`config.mk`:
```
export PLATFORM = sky130hd
export DESIGN_NAME = bp_l15_req_arbiter_flat
export DESIGN_NICKNAME = d
export VERILOG_FILES = /design/src/rtl/bp_l15_req_arbiter_if.sv /design/src/rtl/bp_l15_req_arbiter.sv /design/src/flat_wrapper.sv
export SDC_FILE = /design/constraint.sdc
export NUM_CORES = 1
export LEC_CHECK = 0
export CAP_MARGIN = 20
export CORE_AREA = 2 2 242 244
export CTS_BUF_LIST = sky130_fd_sc_hd__clkbuf_4 sky130_fd_sc_hd__clkbuf_8 sky130_fd_sc_hd__clkbuf_16
export DETAILED_ROUTE_END_ITERATION = 12
export DIE_AREA = 0 0 244 246
export PLACE_DENSITY_LB_ADDON = 0.1
export SYNTH_ARGS = -nofsm -noshare
export SYNTH_HDL_FRONTEND = slang
export SYNTH_SLANG_ARGS = --single-unit
```
`constraint.sdc`:
```
create_clock -name clk_i -period 23.3 [get_ports clk_i]
set_clock_uncertainty 0.2 [all_clocks]
set_input_delay 6.99 -clock clk_i [delete_from_list [all_inputs] [get_ports clk_i]]
set_output_delay 6.99 -clock clk_i [all_outputs]
set_load 0.05 [all_outputs]
```
`src/rtl/bp_l15_req_arbiter_if.sv`:
```
// Signal bundle between two request sources, the L1.5 request/return channels
// and the response consumer. The master view belongs to the arbiter.
interface bp_l15_req_arbiter_if #(
   parameter int paddr_width_p = 40
);
   logic                     r0_v_i;
   logic [4:0]               r0_rqtype_i;
   logic [2:0]               r0_size_i;
   logic                     r0_nc_i;
   logic [paddr_width_p-1:0] r0_addr_i;
   logic [63:0]              r0_data_i;
   logic                     r0_yumi_o;

   logic                     r1_v_i;
   logic [4:0]               r1_rqtype_i;
   logic [2:0]               r1_size_i;
   logic                     r1_nc_i;
   logic [paddr_width_p-1:0] r1_addr_i;
   logic [63:0]              r1_data_i;
   logic                     r1_yumi_o;

   logic                     transducer_l15_val;
   logic [4:0]               transducer_l15_rqtype;
   logic [2:0]               transducer_l15_size;
   logic [paddr_width_p-1:0] transducer_l15_address;
   logic [63:0]              transducer_l15_data;
   logic                     transducer_l15_nc;
   logic                     l15_transducer_ack;
   logic                     l15_transducer_header_ack;

   logic                     l15_transducer_val;
   logic [3:0]               l15_transducer_returntype;
   logic [63:0]              l15_transducer_data_0;
   logic [63:0]              l15_transducer_data_1;
   logic                     transducer_l15_req_ack;

   logic                     resp_v_o;
   logic                     resp_owner_o;
   logic [3:0]               resp_returntype_o;
   logic [127:0]             resp_data_o;
   logic                     resp_ready_i;

   logic                     busy_o;
   logic                     timeout_o;
   logic                     unsolicited_o;

   modport master (
      input  r0_v_i, r0_rqtype_i, r0_size_i, r0_nc_i, r0_addr_i, r0_data_i,
      input  r1_v_i, r1_rqtype_i, r1_size_i, r1_nc_i, r1_addr_i, r1_data_i,
      output r0_yumi_o, r1_yumi_o,
      output transducer_l15_val, transducer_l15_rqtype, transducer_l15_size,
      output transducer_l15_address, transducer_l15_data, transducer_l15_nc,
      input  l15_transducer_ack, l15_transducer_header_ack,
      input  l15_transducer_val, l15_transducer_returntype,
      input  l15_transducer_data_0, l15_transducer_data_1,
      output transducer_l15_req_ack,
      output resp_v_o, resp_owner_o, resp_returntype_o, resp_data_o,
      input  resp_ready_i,
      output busy_o, timeout_o, unsolicited_o
   );

   modport slave (
      output r0_v_i, r0_rqtype_i, r0_size_i, r0_nc_i, r0_addr_i, r0_data_i,
      output r1_v_i, r1_rqtype_i, r1_size_i, r1_nc_i, r1_addr_i, r1_data_i,
      input  r0_yumi_o, r1_yumi_o,
      input  transducer_l15_val, transducer_l15_rqtype, transducer_l15_size,
      input  transducer_l15_address, transducer_l15_data, transducer_l15_nc,
      output l15_transducer_ack, l15_transducer_header_ack,
      output l15_transducer_val, l15_transducer_returntype,
      output l15_transducer_data_0, l15_transducer_data_1,
      input  transducer_l15_req_ack,
      input  resp_v_o, resp_owner_o, resp_returntype_o, resp_data_o,
      output resp_ready_i,
      input  busy_o, timeout_o, unsolicited_o
   );
endinterface

```
`src/rtl/bp_l15_req_arbiter.sv`:
```
// Round-robin arbiter funnelling two requesters onto one L1.5 request channel,
// one transaction in flight, with response routing back to the owner.
module bp_l15_req_arbiter #(
   parameter int paddr_width_p = 40,
   parameter int timeout_p     = 1024
) (
   input logic                  clk_i,
   input logic                  reset_i,
   bp_l15_req_arbiter_if.master bus
);
   typedef enum logic [1:0] {IDLE, REQ, WAIT, RESP} state_e;

   localparam logic [15:0] TIMEOUT_C = 16'(timeout_p);

   state_e                   state_q, state_d;
   logic                     last_grant_q, last_grant_d;
   logic                     owner_q, owner_d;
   logic [4:0]               rqtype_q, rqtype_d;
   logic [2:0]               size_q, size_d;
   logic                     nc_q, nc_d;
   logic [paddr_width_p-1:0] addr_q, addr_d;
   logic [63:0]              data_q, data_d;
   logic [3:0]               ret_type_q, ret_type_d;
   logic [127:0]             ret_data_q, ret_data_d;
   logic [15:0]              cnt_q, cnt_d;
   logic                     grant_id;
   logic                     yumi0, yumi1;
   logic                     unused_header_ack;

   assign unused_header_ack = bus.l15_transducer_header_ack;

   always_comb begin
      state_d      = state_q;
      last_grant_d = last_grant_q;
      owner_d      = owner_q;
      rqtype_d     = rqtype_q;
      size_d       = size_q;
      nc_d         = nc_q;
      addr_d       = addr_q;
      data_d       = data_q;
      ret_type_d   = ret_type_q;
      ret_data_d   = ret_data_q;
      cnt_d        = cnt_q;
      yumi0        = 1'b0;
      yumi1        = 1'b0;
      // On a tie the requester not served last wins; otherwise the lone valid one.
      grant_id = (bus.r0_v_i & bus.r1_v_i) ? ~last_grant_q : ~bus.r0_v_i;

      unique case (state_q)
         IDLE: begin
            if (bus.r0_v_i | bus.r1_v_i) begin
               state_d      = REQ;
               last_grant_d = grant_id;
               owner_d      = grant_id;
               rqtype_d     = grant_id ? bus.r1_rqtype_i : bus.r0_rqtype_i;
               size_d       = grant_id ? bus.r1_size_i   : bus.r0_size_i;
               nc_d         = grant_id ? bus.r1_nc_i     : bus.r0_nc_i;
               addr_d       = grant_id ? bus.r1_addr_i   : bus.r0_addr_i;
               data_d       = grant_id ? bus.r1_data_i   : bus.r0_data_i;
               yumi0        = ~grant_id;
               yumi1        = grant_id;
            end
         end
         REQ: begin
            if (bus.l15_transducer_ack) begin
               state_d = WAIT;
               cnt_d   = 16'd0;
            end
         end
         WAIT: begin
            if (cnt_q != TIMEOUT_C) cnt_d = cnt_q + 16'd1;
            if (bus.l15_transducer_val) begin
               state_d    = RESP;
               ret_type_d = bus.l15_transducer_returntype;
               ret_data_d = {bus.l15_transducer_data_1, bus.l15_transducer_data_0};
            end
         end
         RESP: begin
            if (bus.resp_ready_i) state_d = IDLE;
         end
         default: state_d = IDLE;
      endcase
   end

   always_ff @(posedge clk_i or posedge reset_i) begin
      if (reset_i) begin
         state_q      <= IDLE;
         last_grant_q <= 1'b1;
         owner_q      <= 1'b0;
         rqtype_q     <= '0;
         size_q       <= '0;
         nc_q         <= 1'b0;
         addr_q       <= '0;
         data_q       <= '0;
         ret_type_q   <= '0;
         ret_data_q   <= '0;
         cnt_q        <= '0;
      end else begin
         state_q      <= state_d;
         last_grant_q <= last_grant_d;
         owner_q      <= owner_d;
         rqtype_q     <= rqtype_d;
         size_q       <= size_d;
         nc_q         <= nc_d;
         addr_q       <= addr_d;
         data_q       <= data_d;
         ret_type_q   <= ret_type_d;
         ret_data_q   <= ret_data_d;
         cnt_q        <= cnt_d;
      end
   end

   // Paths straight from inputs are masked so outputs sit at rest while reset is high.
   assign bus.r0_yumi_o              = yumi0 & ~reset_i;
   assign bus.r1_yumi_o              = yumi1 & ~reset_i;
   assign bus.transducer_l15_req_ack = bus.l15_transducer_val & ~reset_i;
   assign bus.unsolicited_o          = bus.l15_transducer_val & (state_q != WAIT) & ~reset_i;

   assign bus.transducer_l15_val     = (state_q == REQ);
   assign bus.transducer_l15_rqtype  = rqtype_q;
   assign bus.transducer_l15_size    = size_q;
   assign bus.transducer_l15_address = addr_q;
   assign bus.transducer_l15_data    = data_q;
   assign bus.transducer_l15_nc      = nc_q;

   assign bus.resp_v_o          = (state_q == RESP);
   assign bus.resp_owner_o      = owner_q;
   assign bus.resp_returntype_o = ret_type_q;
   assign bus.resp_data_o       = ret_data_q;

   assign bus.busy_o    = (state_q != IDLE);
   assign bus.timeout_o = (state_q == WAIT) && (cnt_q == TIMEOUT_C - 16'd1);
endmodule

```
`src/flat_wrapper.sv`:
```
// flat-port wrapper written by rule: the top's interface ports become plain ports
module bp_l15_req_arbiter_flat 
#(
   parameter int paddr_width_p = 40,
   parameter int timeout_p     = 1024
)
  (clk_i, reset_i, bus_r0_v_i, bus_r0_rqtype_i, bus_r0_size_i, bus_r0_nc_i, bus_r0_addr_i, bus_r0_data_i, bus_r1_v_i, bus_r1_rqtype_i, bus_r1_size_i, bus_r1_nc_i, bus_r1_addr_i, bus_r1_data_i, bus_r0_yumi_o, bus_r1_yumi_o, bus_transducer_l15_val, bus_transducer_l15_rqtype, bus_transducer_l15_size, bus_transducer_l15_address, bus_transducer_l15_data, bus_transducer_l15_nc, bus_l15_transducer_ack, bus_l15_transducer_header_ack, bus_l15_transducer_val, bus_l15_transducer_returntype, bus_l15_transducer_data_0, bus_l15_transducer_data_1, bus_transducer_l15_req_ack, bus_resp_v_o, bus_resp_owner_o, bus_resp_returntype_o, bus_resp_data_o, bus_resp_ready_i, bus_busy_o, bus_timeout_o, bus_unsolicited_o);
  bp_l15_req_arbiter_if #(.paddr_width_p(paddr_width_p)) bus_i ();
  input logic clk_i;
  input logic reset_i;
  input wire logic [$bits(bus_i.r0_v_i)-1:0] bus_r0_v_i;
  input wire logic [$bits(bus_i.r0_rqtype_i)-1:0] bus_r0_rqtype_i;
  input wire logic [$bits(bus_i.r0_size_i)-1:0] bus_r0_size_i;
  input wire logic [$bits(bus_i.r0_nc_i)-1:0] bus_r0_nc_i;
  input wire logic [$bits(bus_i.r0_addr_i)-1:0] bus_r0_addr_i;
  input wire logic [$bits(bus_i.r0_data_i)-1:0] bus_r0_data_i;
  input wire logic [$bits(bus_i.r1_v_i)-1:0] bus_r1_v_i;
  input wire logic [$bits(bus_i.r1_rqtype_i)-1:0] bus_r1_rqtype_i;
  input wire logic [$bits(bus_i.r1_size_i)-1:0] bus_r1_size_i;
  input wire logic [$bits(bus_i.r1_nc_i)-1:0] bus_r1_nc_i;
  input wire logic [$bits(bus_i.r1_addr_i)-1:0] bus_r1_addr_i;
  input wire logic [$bits(bus_i.r1_data_i)-1:0] bus_r1_data_i;
  output wire logic [$bits(bus_i.r0_yumi_o)-1:0] bus_r0_yumi_o;
  output wire logic [$bits(bus_i.r1_yumi_o)-1:0] bus_r1_yumi_o;
  output wire logic [$bits(bus_i.transducer_l15_val)-1:0] bus_transducer_l15_val;
  output wire logic [$bits(bus_i.transducer_l15_rqtype)-1:0] bus_transducer_l15_rqtype;
  output wire logic [$bits(bus_i.transducer_l15_size)-1:0] bus_transducer_l15_size;
  output wire logic [$bits(bus_i.transducer_l15_address)-1:0] bus_transducer_l15_address;
  output wire logic [$bits(bus_i.transducer_l15_data)-1:0] bus_transducer_l15_data;
  output wire logic [$bits(bus_i.transducer_l15_nc)-1:0] bus_transducer_l15_nc;
  input wire logic [$bits(bus_i.l15_transducer_ack)-1:0] bus_l15_transducer_ack;
  input wire logic [$bits(bus_i.l15_transducer_header_ack)-1:0] bus_l15_transducer_header_ack;
  input wire logic [$bits(bus_i.l15_transducer_val)-1:0] bus_l15_transducer_val;
  input wire logic [$bits(bus_i.l15_transducer_returntype)-1:0] bus_l15_transducer_returntype;
  input wire logic [$bits(bus_i.l15_transducer_data_0)-1:0] bus_l15_transducer_data_0;
  input wire logic [$bits(bus_i.l15_transducer_data_1)-1:0] bus_l15_transducer_data_1;
  output wire logic [$bits(bus_i.transducer_l15_req_ack)-1:0] bus_transducer_l15_req_ack;
  output wire logic [$bits(bus_i.resp_v_o)-1:0] bus_resp_v_o;
  output wire logic [$bits(bus_i.resp_owner_o)-1:0] bus_resp_owner_o;
  output wire logic [$bits(bus_i.resp_returntype_o)-1:0] bus_resp_returntype_o;
  output wire logic [$bits(bus_i.resp_data_o)-1:0] bus_resp_data_o;
  input wire logic [$bits(bus_i.resp_ready_i)-1:0] bus_resp_ready_i;
  output wire logic [$bits(bus_i.busy_o)-1:0] bus_busy_o;
  output wire logic [$bits(bus_i.timeout_o)-1:0] bus_timeout_o;
  output wire logic [$bits(bus_i.unsolicited_o)-1:0] bus_unsolicited_o;
  assign bus_i.r0_v_i = bus_r0_v_i;
  assign bus_i.r0_rqtype_i = bus_r0_rqtype_i;
  assign bus_i.r0_size_i = bus_r0_size_i;
  assign bus_i.r0_nc_i = bus_r0_nc_i;
  assign bus_i.r0_addr_i = bus_r0_addr_i;
  assign bus_i.r0_data_i = bus_r0_data_i;
  assign bus_i.r1_v_i = bus_r1_v_i;
  assign bus_i.r1_rqtype_i = bus_r1_rqtype_i;
  assign bus_i.r1_size_i = bus_r1_size_i;
  assign bus_i.r1_nc_i = bus_r1_nc_i;
  assign bus_i.r1_addr_i = bus_r1_addr_i;
  assign bus_i.r1_data_i = bus_r1_data_i;
  assign bus_r0_yumi_o = bus_i.r0_yumi_o;
  assign bus_r1_yumi_o = bus_i.r1_yumi_o;
  assign bus_transducer_l15_val = bus_i.transducer_l15_val;
  assign bus_transducer_l15_rqtype = bus_i.transducer_l15_rqtype;
  assign bus_transducer_l15_size = bus_i.transducer_l15_size;
  assign bus_transducer_l15_address = bus_i.transducer_l15_address;
  assign bus_transducer_l15_data = bus_i.transducer_l15_data;
  assign bus_transducer_l15_nc = bus_i.transducer_l15_nc;
  assign bus_i.l15_transducer_ack = bus_l15_transducer_ack;
  assign bus_i.l15_transducer_header_ack = bus_l15_transducer_header_ack;
  assign bus_i.l15_transducer_val = bus_l15_transducer_val;
  assign bus_i.l15_transducer_returntype = bus_l15_transducer_returntype;
  assign bus_i.l15_transducer_data_0 = bus_l15_transducer_data_0;
  assign bus_i.l15_transducer_data_1 = bus_l15_transducer_data_1;
  assign bus_transducer_l15_req_ack = bus_i.transducer_l15_req_ack;
  assign bus_resp_v_o = bus_i.resp_v_o;
  assign bus_resp_owner_o = bus_i.resp_owner_o;
  assign bus_resp_returntype_o = bus_i.resp_returntype_o;
  assign bus_resp_data_o = bus_i.resp_data_o;
  assign bus_i.resp_ready_i = bus_resp_ready_i;
  assign bus_busy_o = bus_i.busy_o;
  assign bus_timeout_o = bus_i.timeout_o;
  assign bus_unsolicited_o = bus_i.unsolicited_o;
  bp_l15_req_arbiter #(.paddr_width_p(paddr_width_p), .timeout_p(timeout_p)) u_core (.clk_i(clk_i), .reset_i(reset_i), .bus(bus_i));
endmodule
```
==> impl_metrics.sql, run 1 <==
INSERT INTO impl_metrics (metric_group, metric, value, unit) VALUES
('placement', 'preCtsSetupSlack', '6.59', 'ns'),
('floorplan', 'initial_utilization', '19.5', '%'),
('clock_tree', 'post_cts_resized', '0', ''),
('logic_synthesis', 'syn_avg_cell_area', '12.4', 'um^2'),
('worst_setup_path', 'setup.worst_path.class', 'input pin to output pin', ''),
('clock_tree', 'clock-sinks', '265', ''),
('power_and_ir_drop', 'power.ir.vdd_worst', '0.0645', 'mV'),
('clock_tree', 'tritoncts_clock_tree', 'yes', ''),
('clock_tree', 'cts_buffer_depth', '3', ''),
('clock_tree', 'cts_hold_buffers', '0', ''),
('logic_synthesis', 'synth.top_cells.by_area', 'sky130_fd_sc_hd__dfrtp_1 59%, sky130_fd_sc_hd__mux2_2 13%, sky130_fd_sc_hd__mux2i_1 10%', ''),
('power_and_ir_drop', 'lkg_pwr', '8.34', 'nW'),
('hold_path', 'min_path_type', 'flip-flop to flip-flop', ''),
('worst_setup_path', 'cp_common_cell', 'sky130_fd_sc_hd__clkdlybuf4s50_1', ''),
('logic_synthesis', 'ys_types', '39', ''),
('logic_synthesis', 'netlist.top_cell.by_area', 'sky130_fd_sc_hd__dfrtp_1', ''),
('global_route', 'grt_usage', '13.9', '%'),
('worst_setup_path', 'cp_slowest_stage_delay', '0.83', 'ns'),
('logic_synthesis', 'syn-cell-area', '0.0112', 'mm^2'),
('placement', 'dp.final_hpwl', '32800', 'um'),
('floorplan', 'core', '0.0574', 'mm^2'),
('worst_setup_path', 'crit_fanout', '42', ''),
('worst_setup_path', 'worst_path_dominant_cell_family', 'buffers and inverters', ''),
('worst_setup_path', 'cell_count_along_the_critical_path', '6', ''),
('drt', 'drt-vias-per-instance', '3.93', ''),
('logic_synthesis', 'postSynthNetCount', '1280', ''),
('floorplan', 'floorplan.die_area', '0.0600', 'mm^2'),
('worst_setup_path', 'reg2reg_setup_slack', '19.93', 'ns'),
('drt', 'routed_wl', '43500', 'um'),
('clock_tree', 'clk_latency', '0.54', 'ns'),
('worst_setup_path', 'cp_num_buf_inv', '4', ''),
('timing', 'final_min_period_over_clock_period', '71.6', '%'),
('floorplan', 'die_h', '246', 'um'),
('timing', 'finalHoldViolations', '0', ''),
('worst_setup_path', 'critical_path.reg2reg.endpoint', 'u_core.bus.transducer_l15_address[2]$_DFFE_PP0P_', ''),
('logic_synthesis', 'synth_enable_flop_cells', '0', ''),
('logic_synthesis', 'combinational_family_with_the_most_area_after_synthesis', 'multiplexers', ''),
('logic_synthesis', 'muxShareOfSynthArea', '23.6', '%'),
('floorplan', 'horizontal_die_dimension', '244', 'um'),
('global_route', 'pin_count_of_the_biggest_net_entering_global_routing', '119', ''),
('worst_setup_path', 'worstSetupEndpoint', 'bus_r1_yumi_o', ''),
('logic_synthesis', 'yosys.area_share.xor_xnor', '0', '%'),
('timing', 'max_slew_violation_total_from_the_final_report', '0', ''),
('drt', 'vias', '9067', ''),
('timing', 'fin_tns_setup', '0', 'ns'),
('layout', 'drive_gt1_share', '14.1', '%'),
('worst_setup_path', 'r2r_start', 'u_core.state_q[0]$_DFFE_PP0P_', ''),
('timing', 'post_layout_min_period', '16.69', 'ns'),
('worst_setup_path', 'startpoint', 'bus_r1_v_i', ''),
('clock_tree', 'h_tree_levels', '2', ''),
('logic_synthesis', 'synth_compound_area_share', '7.43', '%'),
('floorplan', 'ioPinCount', '620', ''),
('worst_setup_path', 'ff2ff_path_depth', '6', ''),
('layout', 'filler_cell_count', '5836', ''),
('worst_setup_path', 'start_kind', 'input pin', ''),
('logic_synthesis', 'yosys.area_share.adder', '0.782', '%'),
('worst_setup_path', 'crit_path_end_kind', 'output pin', ''),
('clock_tree', 'worst_setup_hold_path_clk_slew', '0.05', 'ns'),
('drt', 'drc', '0', ''),
('clock_tree', 'clock_tree.root_cell', 'sky130_fd_sc_hd__clkbuf_16', ''),
('drt', 'ant_nets', '0', ''),
('outcome', 'outcome', 'completed', ''),
('clock_tree', 'post-cts-setup-buffer-count', '0', ''),
('drt', 'drt_first_pass_iters', '4', ''),
('timing', 'worst_slew_pin_slew', '1.05', 'ns'),
('placement', 'number_of_port_buffers', '618', ''),
('global_route', 'number_of_antenna_violations_at_the_first_check_in_global_routing', '5', ''),
('logic_synthesis', 'synth_ff_type', 'sky130_fd_sc_hd__dfrtp_1', ''),
('worst_setup_path', 'cp_slowest_cell', 'sky130_fd_sc_hd__clkdlybuf4s50_1', ''),
('hold_path', 'start_point_of_the_worst_min_delay_path', 'u_core.bus.transducer_l15_address[32]$_DFFE_PP0P_', ''),
('logic_synthesis', 'synthesis.yosys.warnings', '0', '');
power breakdown:
part / total, W / internal [W] / switching (W)
combinational: 0.00173 / 0.000598 / 0.00113
sequential: 0.000790 / 0.000681 / 0.000110
clock: 0.000576 / 0.000360 / 0.000216
registers in the layout, indices dropped and copies added, names as in the netlist:
signal,flops
u_core.bus.resp_data_o,128
u_core.bus.resp_owner_o,1
u_core.bus.resp_returntype_o,4
u_core.bus.transducer_l15_address,40
u_core.bus.transducer_l15_data,64
u_core.bus.transducer_l15_nc,1
u_core.bus.transducer_l15_rqtype,5
u_core.bus.transducer_l15_size,3
u_core.cnt_q,16
u_core.last_grant_q,1
u_core.state_q,2
stage by stage:
stage,total power [W],std cells,utilization (%),cell area [um^2],hold slack (ns)
floorplan,0.00190,907,-,11200,0.272
global placement,0.00254,2242,31.8,18200,0.261
detailed placement,0.00255,2242,31.8,18200,0.269
CTS,0.00315,2306,33.9,19500,0.282
global route,0.00326,2307,33.9,19500,0.301
finish,0.00309,2307,33.9,19500,0.275
worst min-delay path: cells and delay by family (launching register included):
kind,cells,cell delay [ns]
compound gates,1,0.06
simple gates,1,0.05
flops,1,0.34
kinds of logic after synthesis:
kind of cell	after synthesis
adders and majority gates	7
and+or+nand+nor	165
AOI/OAI and AO/OA	156
buffers and inverters	67
DFF	265
muxes	247
per-layer routing:
layer  share of wire (%)  global-route usage, %  vias up
met5                0.11                      0        -
met1                  36                   14.6     4232
li1                    -                      -     4395
met2                  51                   25.1      376
met3                  10                   6.45       58
met4                 1.9                   3.69        6
cell type report:
class	count	area (um^2)	share of cell area, %
Clock inverter	12	149	0.765
Inverter	10	45.0	0.231
Antenna cell	1	2.50	0.0129
Multi-Input combinational cell	575	4320	22.2
Tap cell	765	957	4.92
Timing Repair Buffer	627	6270	32.2
Sequential cell	265	6630	34.1
Clock buffer	52	1090	5.62
synthesized netlist by cell type (all sizes together), types with 2 or more instances:
cell	count
dfrtp	264
o21ai	136
mux2	134
nand2	126
mux2i	113
buf	35
clkbuf	22
inv	10
ha	7
o31ai	7
and2	6
nand4	5
nand2b	4
nand3	4
a21oi	3
nor2	3
nor3	3
nor4b	3
o21a	3
o41ai	3
or4	3
nor4	2
or2	2
how the worst min path moves through the flow:
stage	cells after the start	to	slack, ns
floorplan	1	u_core.cnt_q[15]$_DFFE_PP0P_	0.27
global placement	2	u_core.bus.transducer_l15_address[23]$_DFFE_PP0P_	0.26
detailed placement	2	u_core.bus.transducer_l15_data[26]$_DFFE_PP0P_	0.27
CTS	2	u_core.bus.transducer_l15_address[37]$_DFFE_PP0P_	0.28
global route	2	u_core.bus.transducer_l15_address[8]$_DFFE_PP0P_	0.30
finish	2	u_core.bus.transducer_l15_address[32]$_DFFE_PP0P_	0.28
cells in the final DEF (no fill, tap or decap), types with 4 or more instances in the layout:
cell type	n
sky130_fd_sc_hd__clkdlybuf4s50_1	618
sky130_fd_sc_hd__dfrtp_1	264
sky130_fd_sc_hd__mux2_2	134
sky130_fd_sc_hd__o21ai_0	133
sky130_fd_sc_hd__nand2_1	124
sky130_fd_sc_hd__mux2i_1	113
sky130_fd_sc_hd__clkbuf_16	37
sky130_fd_sc_hd__inv_1	9
sky130_fd_sc_hd__clkbuf_8	9
sky130_fd_sc_hd__buf_4	8
sky130_fd_sc_hd__o31ai_1	7
sky130_fd_sc_hd__ha_1	7
sky130_fd_sc_hd__clkbuf_4	6
sky130_fd_sc_hd__nand4_1	5
sky130_fd_sc_hd__clkinv_2	5
sky130_fd_sc_hd__nand3_1	4
sky130_fd_sc_hd__and2_1	4
sky130_fd_sc_hd__nand2b_1	4
Note: power is estimated with default switching activity, not from simulation.
==> run 2, diff against run 1 <==
==> constraint.sdc (replaced) <==
create_clock -name clk_i -period 15.7 [get_ports clk_i]
set_clock_uncertainty 0.2 [all_clocks]
set_input_delay 4.71 -clock clk_i [delete_from_list [all_inputs] [get_ports clk_i]]
set_output_delay 4.71 -clock clk_i [all_outputs]
set_load 0.05 [all_outputs]
==> impl_metrics.sql, run 2 (synthesized netlist as in run 1, its figures left out) <==
INSERT INTO impl_metrics (metric_group, metric, value, unit) VALUES
('layout', 'most-common-layout-cells', '618 x sky130_fd_sc_hd__clkdlybuf4s50_1, 264 x sky130_fd_sc_hd__dfrtp_1, 134 x sky130_fd_sc_hd__mux2_2', ''),
('worst_setup_path', 'worstSetupEndpoint', 'bus_r1_yumi_o', ''),
('timing', 'worst_slew_pin_slew', '0.937', 'ns'),
('power_and_ir_drop', 'power.net_switching', '0.00215', 'W'),
('global_route', 'grt-ovfl-total', '0', ''),
('power_and_ir_drop', 'sequential_share_of_power', '25.6', '%'),
('clock_tree', 'cts_hold_buffers', '0', ''),
('timing', 'rsz_0062_raised_after_global_routing', 'no', ''),
('worst_setup_path', 'cp_slowest_stage_delay', '0.85', 'ns'),
('timing', 'timing.final.setup_violations', '0', ''),
('floorplan', 'horizontal_die_dimension', '244', 'um'),
('clock_tree', 'worst_setup_hold_path_clk_slew', '0.05', 'ns'),
('worst_setup_path', 'setup.worst_path.class', 'input pin to output pin', ''),
('floorplan', 'core', '0.0574', 'mm^2'),
('clock_tree', 'clk_latency', '0.53', 'ns'),
('timing', 'layout_setup_ws', '3.51', 'ns'),
('power_and_ir_drop', 'power_switching_share', '46.9', '%'),
('layout', 'post-route-util', '33.9', '%'),
('timing', 'max_slew_violation_total_from_the_final_report', '0', ''),
('layout', 'instances_no_fill', '2305', ''),
('timing', 'finalHoldViolations', '0', ''),
('worst_setup_path', 'critPathRequiredTime', '10.79', 'ns'),
('timing', 'post_layout_min_period', '12.19', 'ns'),
('drt', 'drc', '0', ''),
('power_and_ir_drop', 'power.share.combinational', '55.9', '%'),
('layout', 'drive_gt1_share', '14.0', '%'),
('global_route', 'number_of_antenna_violations_at_the_first_check_in_global_routing', '5', ''),
('layout', 'area_added_between_synthesis_and_finish', '73.7', '%'),
('floorplan', 'ioPinCount', '620', ''),
('worst_setup_path', 'cp_common_cell', 'sky130_fd_sc_hd__clkdlybuf4s50_1', ''),
('clock_tree', 'clock-sinks', '265', ''),
('global_route', 'grt_pass1_wl', '62300', 'um'),
('placement', 'number_of_port_buffers', '618', ''),
('timing', 'final_min_period_over_clock_period', '77.6', '%'),
('worst_setup_path', 'start_kind', 'input pin', ''),
('placement', 'preCtsSetupSlack', '3.49', 'ns'),
('worst_setup_path', 'critical_path.reg2reg.endpoint', 'u_core.bus.resp_data_o[6]$_DFFE_PP0P_', ''),
('run', 'max_cap_violations', '0', ''),
('drt', 'drt_first_pass_iters', '4', ''),
('power_and_ir_drop', 'power.ir.vdd_worst', '0.110', 'mV'),
('hold_path', 'min_path_type', 'flip-flop to flip-flop', ''),
('layout', 'largest_reg_flops', '128', ''),
('drt', 'drt-vias-per-instance', '3.93', ''),
('placement', 'place.detailed.instances', '2242', ''),
('power_and_ir_drop', 'powerDensity', '235', 'mW/mm^2'),
('global_route', 'grt_usage', '13.9', '%'),
('worst_setup_path', 'crit_arrival', '7.28', 'ns'),
('floorplan', 'floorplan.die_area', '0.0600', 'mm^2'),
('power_and_ir_drop', 'lkg_pwr', '8.34', 'nW'),
('worst_setup_path', 'reg2reg_setup_slack', '12.36', 'ns'),
('clock_tree', 'clock_tree.root_cell', 'sky130_fd_sc_hd__clkbuf_16', ''),
('outcome', 'outcome', 'completed', ''),
('floorplan', 'initial_utilization', '19.5', '%'),
('clock_tree', 'post-cts-setup-buffer-count', '0', ''),
('power_and_ir_drop', 'clockPowerShare', '18.5', '%'),
('placement', 'place.gp.congestion', '0.752', ''),
('timing', 'relSlewSlack', '37.6', '%'),
('power_and_ir_drop', 'power_report.internal_total', '0.00243', 'W'),
('layout', 'nNetsFinal', '1888', ''),
('clock_tree', 'tritoncts.num_buffers', '36', ''),
('drt', 'drt-initial-drc-count', '320', ''),
('floorplan', 'die_h', '246', 'um'),
('worst_setup_path', 'crit_path_end_kind', 'output pin', ''),
('drt', 'route.detailed.wl_per_inst', '18.8', 'um'),
('clock_tree', 'tritoncts_clock_tree', 'yes', ''),
('timing', 'clock.fmax', '82.0', 'MHz'),
('clock_tree', 'cts_buffer_depth', '3', ''),
('global_route', 'grt_pass1_vias', '9469', ''),
('drt', 'routed_wl', '43300', 'um'),
('floorplan', 'rows', '88', ''),
('worst_setup_path', 'cp_slowest_cell', 'sky130_fd_sc_hd__clkdlybuf4s50_1', ''),
('clock_tree', 'post_cts_resized', '0', ''),
('drt', 'ant_nets', '0', ''),
('worst_setup_path', 'cells_along_the_critical_path', 'clkdlybuf4s50_1 > inv_1 > o21ai_4 > buf_4 > nor3b_1 > clkdlybuf4s50_1', ''),
('worst_setup_path', 'crit_fanout', '43', ''),
('worst_setup_path', 'ff2ff_path_depth', '7', ''),
('worst_setup_path', 'startpoint', 'bus_r1_v_i', ''),
('drt', 'vias', '9067', ''),
('global_route', 'pin_count_of_the_biggest_net_entering_global_routing', '229', ''),
('placement', 'dp.final_hpwl', '32700', 'um'),
('worst_setup_path', 'r2r_start', 'u_core.state_q[0]$_DFFE_PP0P_', ''),
('timing', 'fin_tns_setup', '0', 'ns'),
('clock_tree', 'h_tree_levels', '2', ''),
('layout', 'leading_cell_type_in_the_layout_fill_and_taps_excluded', 'sky130_fd_sc_hd__clkdlybuf4s50_1', '');
run 2: changes by cell type in the layout (fill, tap and decap cells not counted), sizes merged:
| cell | delta |
|---|---|
| inv | -2 |
| clkinv | -4 |
| clkbuf | +5 |
| diode | +1 |
| clkinvlp | -1 |
| bufinv | -1 |
run 2: worst max-delay path, delay by kind of cell:
kind	cells	cell delay (ns)
AOI/OAI and AO/OA	1	0.16
buffers and inverters	4	2.08
and+or+nand+nor	1	0.31
run 2: area by class of cell:
type,count,area [um^2]
clock buffers,57,1150
fillers,5875,37900
diodes,2,5.00
multi-input cells,575,4320
repair buffers,627,6280
inverters,10,45.0
flip-flops and latches,265,6630
clock inverters,4,81.3
well taps,765,957
run 2: power by group through the flow:
| stage | sequential, W | combinational, W | clock (W) |
|---|---|---|---|
| after floorplan | 0.00227 | 0.000541 | 0 |
| after global placement | 0.00117 | 0.00260 | 0 |
| after detailed placement | 0.00119 | 0.00260 | 0 |
| after CTS | 0.00118 | 0.00260 | 0.000886 |
| after global routing | 0.00122 | 0.00269 | 0.000912 |
| final | 0.00117 | 0.00256 | 0.000846 |
run 2: through the flow:
step                      hold slack, ns  instance area, um^2  power, W
after floorplan                    0.272                11200   0.00282
after detailed placement           0.269                18200   0.00379
final                              0.275                19500   0.00458
after CTS                          0.281                19500   0.00467
after global routing               0.296                19500   0.00483
after global placement             0.261                18200   0.00377
run 2: per-layer routing:
| layer | global-route usage (%) | wire length (um) | vias up |
|---|---|---|---|
| li1 | - | - | 4400 |
| met1 | 14.8 | 15700 | 4222 |
| met2 | 24.6 | 22000 | 378 |
| met3 | 6.25 | 4490 | 61 |
| met4 | 4.38 | 1130 | 6 |
| met5 | 0 | 41 | - |
run 2: worst min path at each step:
stage | cells after the start | from | slack, ns | to
CTS | 2 | u_core.bus.transducer_l15_data[43]$_DFFE_PP0P_ | 0.28 | u_core.bus.transducer_l15_data[43]$_DFFE_PP0P_
global route | 2 | u_core.bus.transducer_l15_data[57]$_DFFE_PP0P_ | 0.30 | u_core.bus.transducer_l15_data[57]$_DFFE_PP0P_
finish | 2 | u_core.bus.transducer_l15_data[43]$_DFFE_PP0P_ | 0.27 | u_core.bus.transducer_l15_data[43]$_DFFE_PP0P_
detailed placement | 2 | u_core.bus.transducer_l15_data[43]$_DFFE_PP0P_ | 0.27 | u_core.bus.transducer_l15_data[43]$_DFFE_PP0P_
global placement | 2 | u_core.bus.transducer_l15_address[34]$_DFFE_PP0P_ | 0.26 | u_core.bus.transducer_l15_address[34]$_DFFE_PP0P_
floorplan | 1 | u_core.cnt_q[15]$_DFFE_PP0P_ | 0.27 | u_core.cnt_q[15]$_DFFE_PP0P_
